==> config.mk <==
export PLATFORM = sky130hd
export DESIGN_NAME = pmu_quota_mc
export DESIGN_NICKNAME = d
export VERILOG_FILES = /design/src/rtl/pmu_quota_mc.sv
export SDC_FILE = /design/constraint.sdc
export NUM_CORES = 2
export LEC_CHECK = 0
export ABC_AREA = 1
export CORE_AREA = 2 2 450 452
export CTS_BUF_LIST = sky130_fd_sc_hd__clkbuf_16
export CTS_CLUSTER_SIZE = 16
export DETAILED_ROUTE_END_ITERATION = 12
export DIE_AREA = 0 0 452 454
export PLACE_DENSITY = 0.46
export SETUP_SLACK_MARGIN = 0.5
export SLEW_MARGIN = 25
export SYNTH_ARGS = -nofsm -noshare
export SYNTH_HDL_FRONTEND = slang
export SYNTH_SLANG_ARGS = --single-unit
==> constraint.sdc <==
create_clock -name clk_i -period 5.7 [get_ports clk_i]
set_clock_uncertainty 0.05 [all_clocks]
set_input_delay 1.14 -clock clk_i [delete_from_list [all_inputs] [get_ports clk_i]]
set_output_delay 1.14 -clock clk_i [all_outputs]
set_load 0.02 [all_outputs]
==> src/rtl/pmu_quota_mc.sv <==
// pmu_quota_mc: multi-core PMU quota monitor.
// One shared scan sequencer walks the counter bank; every core accumulates its
// masked counters in parallel, and each completed, consistent scan publishes a
// sum and may raise that core's sticky quota interrupt.
module pmu_quota_mc #(
    parameter  int unsigned REG_WIDTH  = 32,
    parameter  int unsigned N_COUNTERS = 24,
    parameter  int unsigned N_CORES    = 4,
    localparam int unsigned SUM_WIDTH  = REG_WIDTH + $clog2(N_COUNTERS),
    localparam int unsigned ST_W       = $clog2(N_COUNTERS + 1)
) (
    input  logic                                    clk_i,
    input  logic                                    rstn_i,
    input  logic                                    softrst_i,
    input  logic [N_COUNTERS-1:0][REG_WIDTH-1:0]    counter_value_i,
    input  logic [N_CORES-1:0][N_COUNTERS-1:0]      quota_mask_i,
    input  logic [N_CORES-1:0][SUM_WIDTH-1:0]       quota_limit_i,
    input  logic [N_CORES-1:0]                      intr_clear_i,
    output logic [N_CORES-1:0]                      intr_quota_o,
    output logic [N_CORES-1:0][SUM_WIDTH-1:0]       quota_sum_o,
    output logic                                    scan_done_o
);

    // Scan state: 0 is the publish/clear slot, s in 1..N_COUNTERS samples counter s-1.
    localparam logic [ST_W-1:0] ST_PUBLISH = '0;

    logic [ST_W-1:0]                        st_q;
    logic [ST_W-1:0]                        st_d;
    logic [N_CORES-1:0][SUM_WIDTH-1:0]      acc_q;
    logic [N_CORES-1:0][SUM_WIDTH-1:0]      acc_d;
    logic [N_CORES-1:0][N_COUNTERS-1:0]     old_mask_q;
    logic [N_CORES-1:0]                     dirty_q;
    logic [N_CORES-1:0]                     dirty_d;
    logic [N_CORES-1:0][SUM_WIDTH-1:0]      sum_d;
    logic [N_CORES-1:0]                     intr_d;
    logic                                   done_d;

    logic                                   st_pub;
    logic                                   st_chk;
    logic [REG_WIDTH-1:0]                   cnt_sel;
    logic [N_CORES-1:0]                     mask_sel;
    logic [N_CORES-1:0]                     intr_set;

    // Next-state and datapath: sequencer advance, counter select, accumulate, publish.
    always_comb begin
        st_d     = ST_PUBLISH;
        acc_d    = acc_q;
        dirty_d  = dirty_q;
        sum_d    = quota_sum_o;
        intr_d   = intr_quota_o;
        intr_set = '0;
        cnt_sel  = '0;
        mask_sel = '0;

        st_pub = (st_q == ST_PUBLISH);
        // Mask changes only corrupt a scan once at least one counter was summed with the old mask.
        st_chk = (32'(st_q) >= 32'd2) && (32'(st_q) <= N_COUNTERS);

        // Wrap at the last counter; any stray value also recovers to the publish slot.
        if (32'(st_q) < N_COUNTERS) begin
            st_d = st_q + ST_W'(1);
        end

        for (int unsigned j = 0; j < N_COUNTERS; j++) begin
            if (32'(st_q) == j + 32'd1) begin
                cnt_sel = counter_value_i[j];
                for (int unsigned k = 0; k < N_CORES; k++) begin
                    mask_sel[k] = quota_mask_i[k][j];
                end
            end
        end

        for (int unsigned k = 0; k < N_CORES; k++) begin
            if (st_pub) begin
                acc_d[k]   = '0;
                dirty_d[k] = 1'b0;
                if (!dirty_q[k]) begin
                    sum_d[k]    = acc_q[k];
                    intr_set[k] = (acc_q[k] > quota_limit_i[k]);
                end
            end else begin
                acc_d[k]   = acc_q[k] + (mask_sel[k] ? SUM_WIDTH'(cnt_sel) : SUM_WIDTH'(0));
                dirty_d[k] = dirty_q[k] | (st_chk && (old_mask_q[k] != quota_mask_i[k]));
            end
            // Sticky: a set in the same cycle as a clear wins.
            intr_d[k] = (intr_quota_o[k] & ~intr_clear_i[k]) | intr_set[k];
        end

        done_d = st_pub;
    end

    // State and output registers; soft reset mirrors the async reset and overrides all updates.
    always_ff @(posedge clk_i or negedge rstn_i) begin
        if (!rstn_i) begin
            st_q         <= ST_PUBLISH;
            acc_q        <= '0;
            old_mask_q   <= '0;
            dirty_q      <= '0;
            quota_sum_o  <= '0;
            intr_quota_o <= '0;
            scan_done_o  <= 1'b0;
        end else if (softrst_i) begin
            st_q         <= ST_PUBLISH;
            acc_q        <= '0;
            old_mask_q   <= '0;
            dirty_q      <= '0;
            quota_sum_o  <= '0;
            intr_quota_o <= '0;
            scan_done_o  <= 1'b0;
        end else begin
            st_q         <= st_d;
            acc_q        <= acc_d;
            old_mask_q   <= quota_mask_i;
            dirty_q      <= dirty_d;
            quota_sum_o  <= sum_d;
            intr_quota_o <= intr_d;
            scan_done_o  <= done_d;
        end
    end

endmodule

Word-level counts from Yosys, hierarchy flattened. Index checks and enable logic that the tools add are counted.

Add/sub/neg operators: 5. Magnitude comparators: 7. Eq/ne operators: 32. Multiplexer cells: 84. Bitwise gates (word level): 16. Reduce and logical (&&, ||, !) cells: 11.

Operators with widths (number): 2-to-1 mux 32 bit (28); 2-to-1 mux 37 bit (12); 2-to-1 mux 148 bit (2); adder 37 x 32 -> 37 bit (4); greater-than comparator 37 bit (4); 2-to-1 mux 4 bit (26); 2-to-1 mux 96 bit (1); inequality test 24 bit (4); equality test 5 bit, second input constant (9); equality test 5 x 4 -> 1 bit, second input constant (8); equality test 5 x 3 -> 1 bit, second input constant (4); 2-to-1 mux 1 bit (13); equality test 5 x 2 -> 1 bit, second input constant (2); 2-to-1 mux 5 bit (2); inequality test 2 bit, second input constant (4); bitwise OR 1 bit (8); AND reduction 2 bit (4); adder 5 x 1 -> 5 bit, second input constant (1); equality test 5 x 1 -> 1 bit, second input constant (1); >= comparator 5 x 2 -> 1 bit, second input constant (1); <= comparator 5 bit, second input constant (1); logical AND 1 bit (5); logical NOT 5 bit (1); < comparator 5 bit, second input constant (1); other kinds (3) (9).

Register bits after elaboration: 406. Input port bits: 1019. Word-level logic and storage cells: 171.

Depth between registers and ports, before layout.
Word-level depth: 29. Gate-level depth with buffers: 56. Gate-level depth less buffers: 55.

Worst setup path before layout. OpenSTA, ideal clock, no wires.

Kind: input -> register. Start point: in quota_mask_i[73] in the netlist's numbering. End point: reg acc_q[141] in the netlist's numbering. Arrival: 5.486 ns. Required time: 5.518 ns. Slack: 0.032 ns. Stages on the path: 49. Buffers on the path: 1. Path through: inv_1 o21ai_1 o22ai_1 nand3_1 nand2_1 nand2_1 nand2_1 nand3_1 nand3_1 nand3_1 nand2_1 nand3_1 nand3_1 nand3_1 nand3_1 nand2_1 nand2_1 nand2_1 (+13 left out) nand3_1 nand2_1 inv_1 nor2_1 nor2_1 o31ai_1 a21oi_1 o21ai_2 a21oi_1 o21ai_2 a21oi_1 inv_1 a21oi_1 o21ai_2 a21boi_1 o21ai_0 xnor2_1 nor2_1.

Longest elaborated chain between the ends: 27.

RTL lines: start: declaration (line 16) `input logic [N_CORES-1:0][N_COUNTERS-1:0] quota_mask_i,`; 2-to-1 mux 4 bit (23 in series) (line 65) `if (32'(st_q) == j + 32'd1) begin`; 2-to-1 mux 32 bit (line 82) `acc_d[k] = acc_q[k] + (mask_sel[k] ? SUM_WIDTH'(cnt_sel) : SUM_WIDTH'(0));`; adder 37 x 32 -> 37 bit (line 82); 2-to-1 mux 37 bit (line 74) `if (st_pub) begin`; 2-to-1 mux 148 bit (line 102) `end else if (softrst_i) begin`; end signal: assignment (line 96) `acc_q <= '0;`; end signal: assignment (line 104) `acc_q <= '0;`; end signal: assignment (line 112) `acc_q <= acc_d;`; end: declaration (line 29) `logic [N_CORES-1:0][SUM_WIDTH-1:0] acc_q;`.

Every way passes these cells. A chain may end at the register's enable or synchronous reset.

Final worst setup path.
Start point: reg st_q[0]. End point: reg acc_q[65] in the netlist's numbering.

Longest elaborated chain between the ends: 29. Elaborated cells between the ends (all ways): 77. Those cells by class: add/sub: 1; eq/ne: 24; mux: 51; reduce/logical: 1.

RTL lines: start: declaration (line 27) `logic [ST_W-1:0] st_q;`; start signal: assignment (line 111) `st_q <= st_d;`; equality test 5 x 1 -> 1 bit (line 65); 2-to-1 mux 32 bit / 2-to-1 mux 4 bit (equally long branches) (24 in series) (line 65); 2-to-1 mux 32 bit (line 82); adder 37 x 32 -> 37 bit (line 82); 2-to-1 mux 37 bit (*) (line 74); 2-to-1 mux 148 bit (*) (line 102).

Mark *: on every way between the ends. The rest lies on a longest branch, timed or not.

==> results.sh <==
export IMPL_r2r_cells=48
export IMPL_multi_input_area_um2=25000
export IMPL_start_util_pct=17.6
export IMPL_ys_types=62
export IMPL_fmax_mhz=158
export IMPL_synthToLayoutAreaGrowth_pct=80.8
export IMPL_drc=0
export IMPL_ys_flop_type="dfrtp_1"
export IMPL_gr_total_overflow=0
export IMPL_setup_tns_ps=-26200
export IMPL_holdBufCountCts=0
export IMPL_synth_warnings=0
export IMPL_die_h_um=454
export IMPL_gp_congestion=1.02
export IMPL_start_kind="register"
export IMPL_clk_pin_slew_worst_paths_ps=60
export IMPL_hold_viol=0
export IMPL_core_um2=201000
export IMPL_drtIter0Drc=2773
export IMPL_place_hpwl_mm=196
export IMPL_cts_inserted_buffers=57
export IMPL_cap_violations=0
export IMPL_insertion_delay_ps=690
export IMPL_first_global_vias=43892
export IMPL_grt_pass1_wl_mm=324
export IMPL_wl_mm=235
export IMPL_cts_tree="yes"
export IMPL_pin_count=1172
export IMPL_num_rows=165
export IMPL_leakagePower_nw=29.9
export IMPL_synth_edf_count=0
export IMPL_setup_ws_ps=-619
export IMPL_io_buffer_count=1171
export IMPL_min_path_type="input port to asynchronous set/reset pin"
export IMPL_synth_seq_cells=406
export IMPL_worst_r2r_endpoint="acc_q[65]"
export IMPL_postRouteAntennaNets=0
export IMPL_slowest_delay_ps=420
export IMPL_fin_cells=10114
export IMPL_antenna_found_initial=61
export IMPL_power_per_cell_area_nw_per_um2=176
export IMPL_clk_path_buf_depth=3
export IMPL_cts_sinks=406
export IMPL_syn_avg_cell_area_um2=6.55
export IMPL_drive_gt1_share_pct=27.3
export IMPL_worstPathMaxFanout=7
export IMPL_die_width_um=452
export IMPL_critical_path_class="register to register"
export IMPL_avgViaCountPerCell=4.36
export IMPL_dpl_cell_count=9763
export IMPL_dr_pass1_iters=6
export IMPL_cp_slowest_cell="dfrtp_2"
export IMPL_r2r_slack_ps=-620
export IMPL_synth_nets=6701
export IMPL_fillers=21651
export IMPL_fp_dieArea_um2=205000
export IMPL_ys_seq_area_share_pct=28.7
export IMPL_critPathRequiredTime_ps=6160
export IMPL_status="complete, but fails checks"
export IMPL_yosys_area_top_type="dfrtp_1"
export IMPL_htreeDepth=2
export IMPL_cts_root_buf="clkbuf_16"
export IMPL_num_vias=44118
export IMPL_period_minus_slack_ps=6320
export IMPL_peakVddDrop_mv=0.236
export IMPL_setup_viol=69
export IMPL_final_area_um2=63900
export IMPL_worst_pin_slew_ps=971
export IMPL_syn_inst=5397
export IMPL_synth_area_top_cells="dfrtp_1 (29%), nand2_1 (15%), ha_1 (9.9%), inv_1 (8.1%), nand3_1 (6.1%)"
export IMPL_relSlewSlack_pct=35.1
export IMPL_wl_per_cell_um=23.2
export IMPL_grtUsageTotal_pct=21.9
export IMPL_placed_area_um2=56200
export IMPL_violations="negative setup slack"
export IMPL_cpMostUsedCell="nand3_2"
export IMPL_endpoint_kind="register"
export IMPL_finalMaxSlewViolations=0
export IMPL_synth_top_area_share_pct=28.7
export IMPL_num_nets_final=8671
export IMPL_period_share_pct=111
export IMPL_ys_async_sr_fraction_pct=100
export IMPL_grt_max_degree=112
export IMPL_rsz0062_at_grt="true"
export IMPL_regArea_um2=10200
export IMPL_critPathArrivalTime_ps=6780
export IMPL_rr_startpoint="st_q[0]"
export IMPL_syn_cell_area_um2=35300
-- metal layers --
layer | GRT usage (%) | vias up | part of all wire [%]
met5 | 0 | - | 0.10
met4 | 6.01 | 36 | 3.1
met3 | 3.68 | 299 | 5.4
met2 | 36.1 | 1287 | 46
met1 | 29.4 | 21186 | 45
li1 | - | 21310 | -
-- repair_timing --
| item | 4_1_cts | 5_1_grt |
|---|---|---|
| pin swaps | 153 | 365 |
| buffers inserted | 86 | 128 |
| gates cloned | 0 | 1 |
| resized for setup | 417 | 573 |
| setup endpoints to repair | 133 | 130 |
-- power breakdown --
part	internal, mW	switching, mW
registers	2.99	0.118
clock network	2.13	1.56
logic	2.10	2.35
-- flip-flops by register name, summed over array words and instances, names as in the netlist --
| signal | cells |
|---|---|
| acc_q | 148 |
| old_mask_q | 96 |
| intr_quota_o | 4 |
| scan_done_o | 1 |
| quota_sum_o | 148 |
| st_q | 5 |
| dirty_q | 4 |
-- cell usage in the layout (no fill, tap or decap), types with 12 or more instances in the layout --
master	instances
nand2_1	1223
ha_4	31
nand3_1	265
clkbuf_16	58
dfrtp_1	404
o21ai_4	13
diode_2	30
inv_2	36
clkdlybuf4s50_1	1169
xnor2_1	82
nor4_1	12
o21ai_1	54
ha_1	242
xor2_1	30
nand3_4	28
a21oi_2	61
o21bai_1	13
inv_1	735
a21oi_1	247
a21oi_4	12
nor2_1	362
nand4_1	64
nor2_4	61
buf_4	769
o211ai_1	12
buf_6	93
clkinv_2	14
nand3_2	137
buf_12	91
or2_2	175
nand2_2	176
o21ai_0	371
o21ai_2	53
clkinv_1	15
nor2_2	41
nand2_4	49
-- worst max-delay path by stage --
| stage | startpoint | to | slack [ps] | cells after the start |
|---|---|---|---|---|
| final | st_q[0] | acc_q[65] | -620 | 48 |
| after global placement | counter_value_i[0] | acc_q[71] | -1590 | 49 |
| after floorplan | quota_mask_i[25] | acc_q[71] | 170 | 49 |
| after detailed placement | counter_value_i[73] | acc_q[141] | -1510 | 44 |
| after CTS | st_q[0] | acc_q[110] | -560 | 53 |
| after global routing | st_q[0] | acc_q[110] | -1040 | 53 |
-- worst max-delay path: cells and delay by family, from the launching register on --
family                     cells  cell delay [ps]
and+or+nand+nor               23             2140
adders and majority gates      2              460
xor gates and xnor gates       1              140
AOI/OAI and AO/OA              9             1380
buffers and inverters         13             1530
DFF                            1              420
-- cell type report --
type | count | area share, %
multi-input combinational | 3987 | 39.1
sequential | 406 | 15.9
clock inverter | 47 | 0.662
antenna | 30 | 0.117
tap | 2672 | 5.23
inverter | 780 | 4.64
timing repair buffer | 2135 | 32.2
clock buffer | 57 | 2.23
-- cells in the mapped netlist (all sizes together) (9+ instances only) --
| library cell | number |
|---|---|
| buf | 86 |
| o21ai | 491 |
| o31ai | 9 |
| nand4 | 64 |
| dfrtp | 406 |
| nand3b | 9 |
| a21boi | 14 |
| o211ai | 13 |
| or2 | 182 |
| ha | 281 |
| o21bai | 15 |
| nand2 | 1449 |
| a211oi | 11 |
| nor2 | 466 |
| inv | 773 |
| a31oi | 15 |
| xor2 | 36 |
| xnor2 | 89 |
| a21oi | 320 |
| nand3 | 430 |
| a21o | 10 |
| nor4 | 15 |
| clkbuf | 138 |
| o21a | 11 |
| nor3 | 12 |
-- through the flow --
| step | worst slack, ps | util, % | total power [mW] | hold WS, ps |
|---|---|---|---|---|
| 3_5_place_dp | -1510 | 28.0 | 6.96 | 412 |
| 3_3_place_gp | -1590 | 28.0 | 6.94 | 406 |
| 2_1_floorplan | 168 | - | 4.44 | 409 |
| 5_1_grt | -1040 | 31.8 | 11.8 | 371 |
| 4_1_cts | -564 | 30.0 | 10.9 | 338 |
| 6_report | -619 | 31.8 | 11.2 | 361 |
-- kinds of logic after synthesis --
kind of cell | count (synthesis) | share of synthesized area, %
adders and majority gates | 285 | 10.2
and+or+nand+nor | 2637 | 32.0
xor gates and xnor gates | 125 | 3.10
buffers and inverters | 1004 | 11.3
DFF | 406 | 28.7
AOI/OAI and AO/OA | 940 | 14.6
No activity file was read; power rests on OpenSTA's default activity.
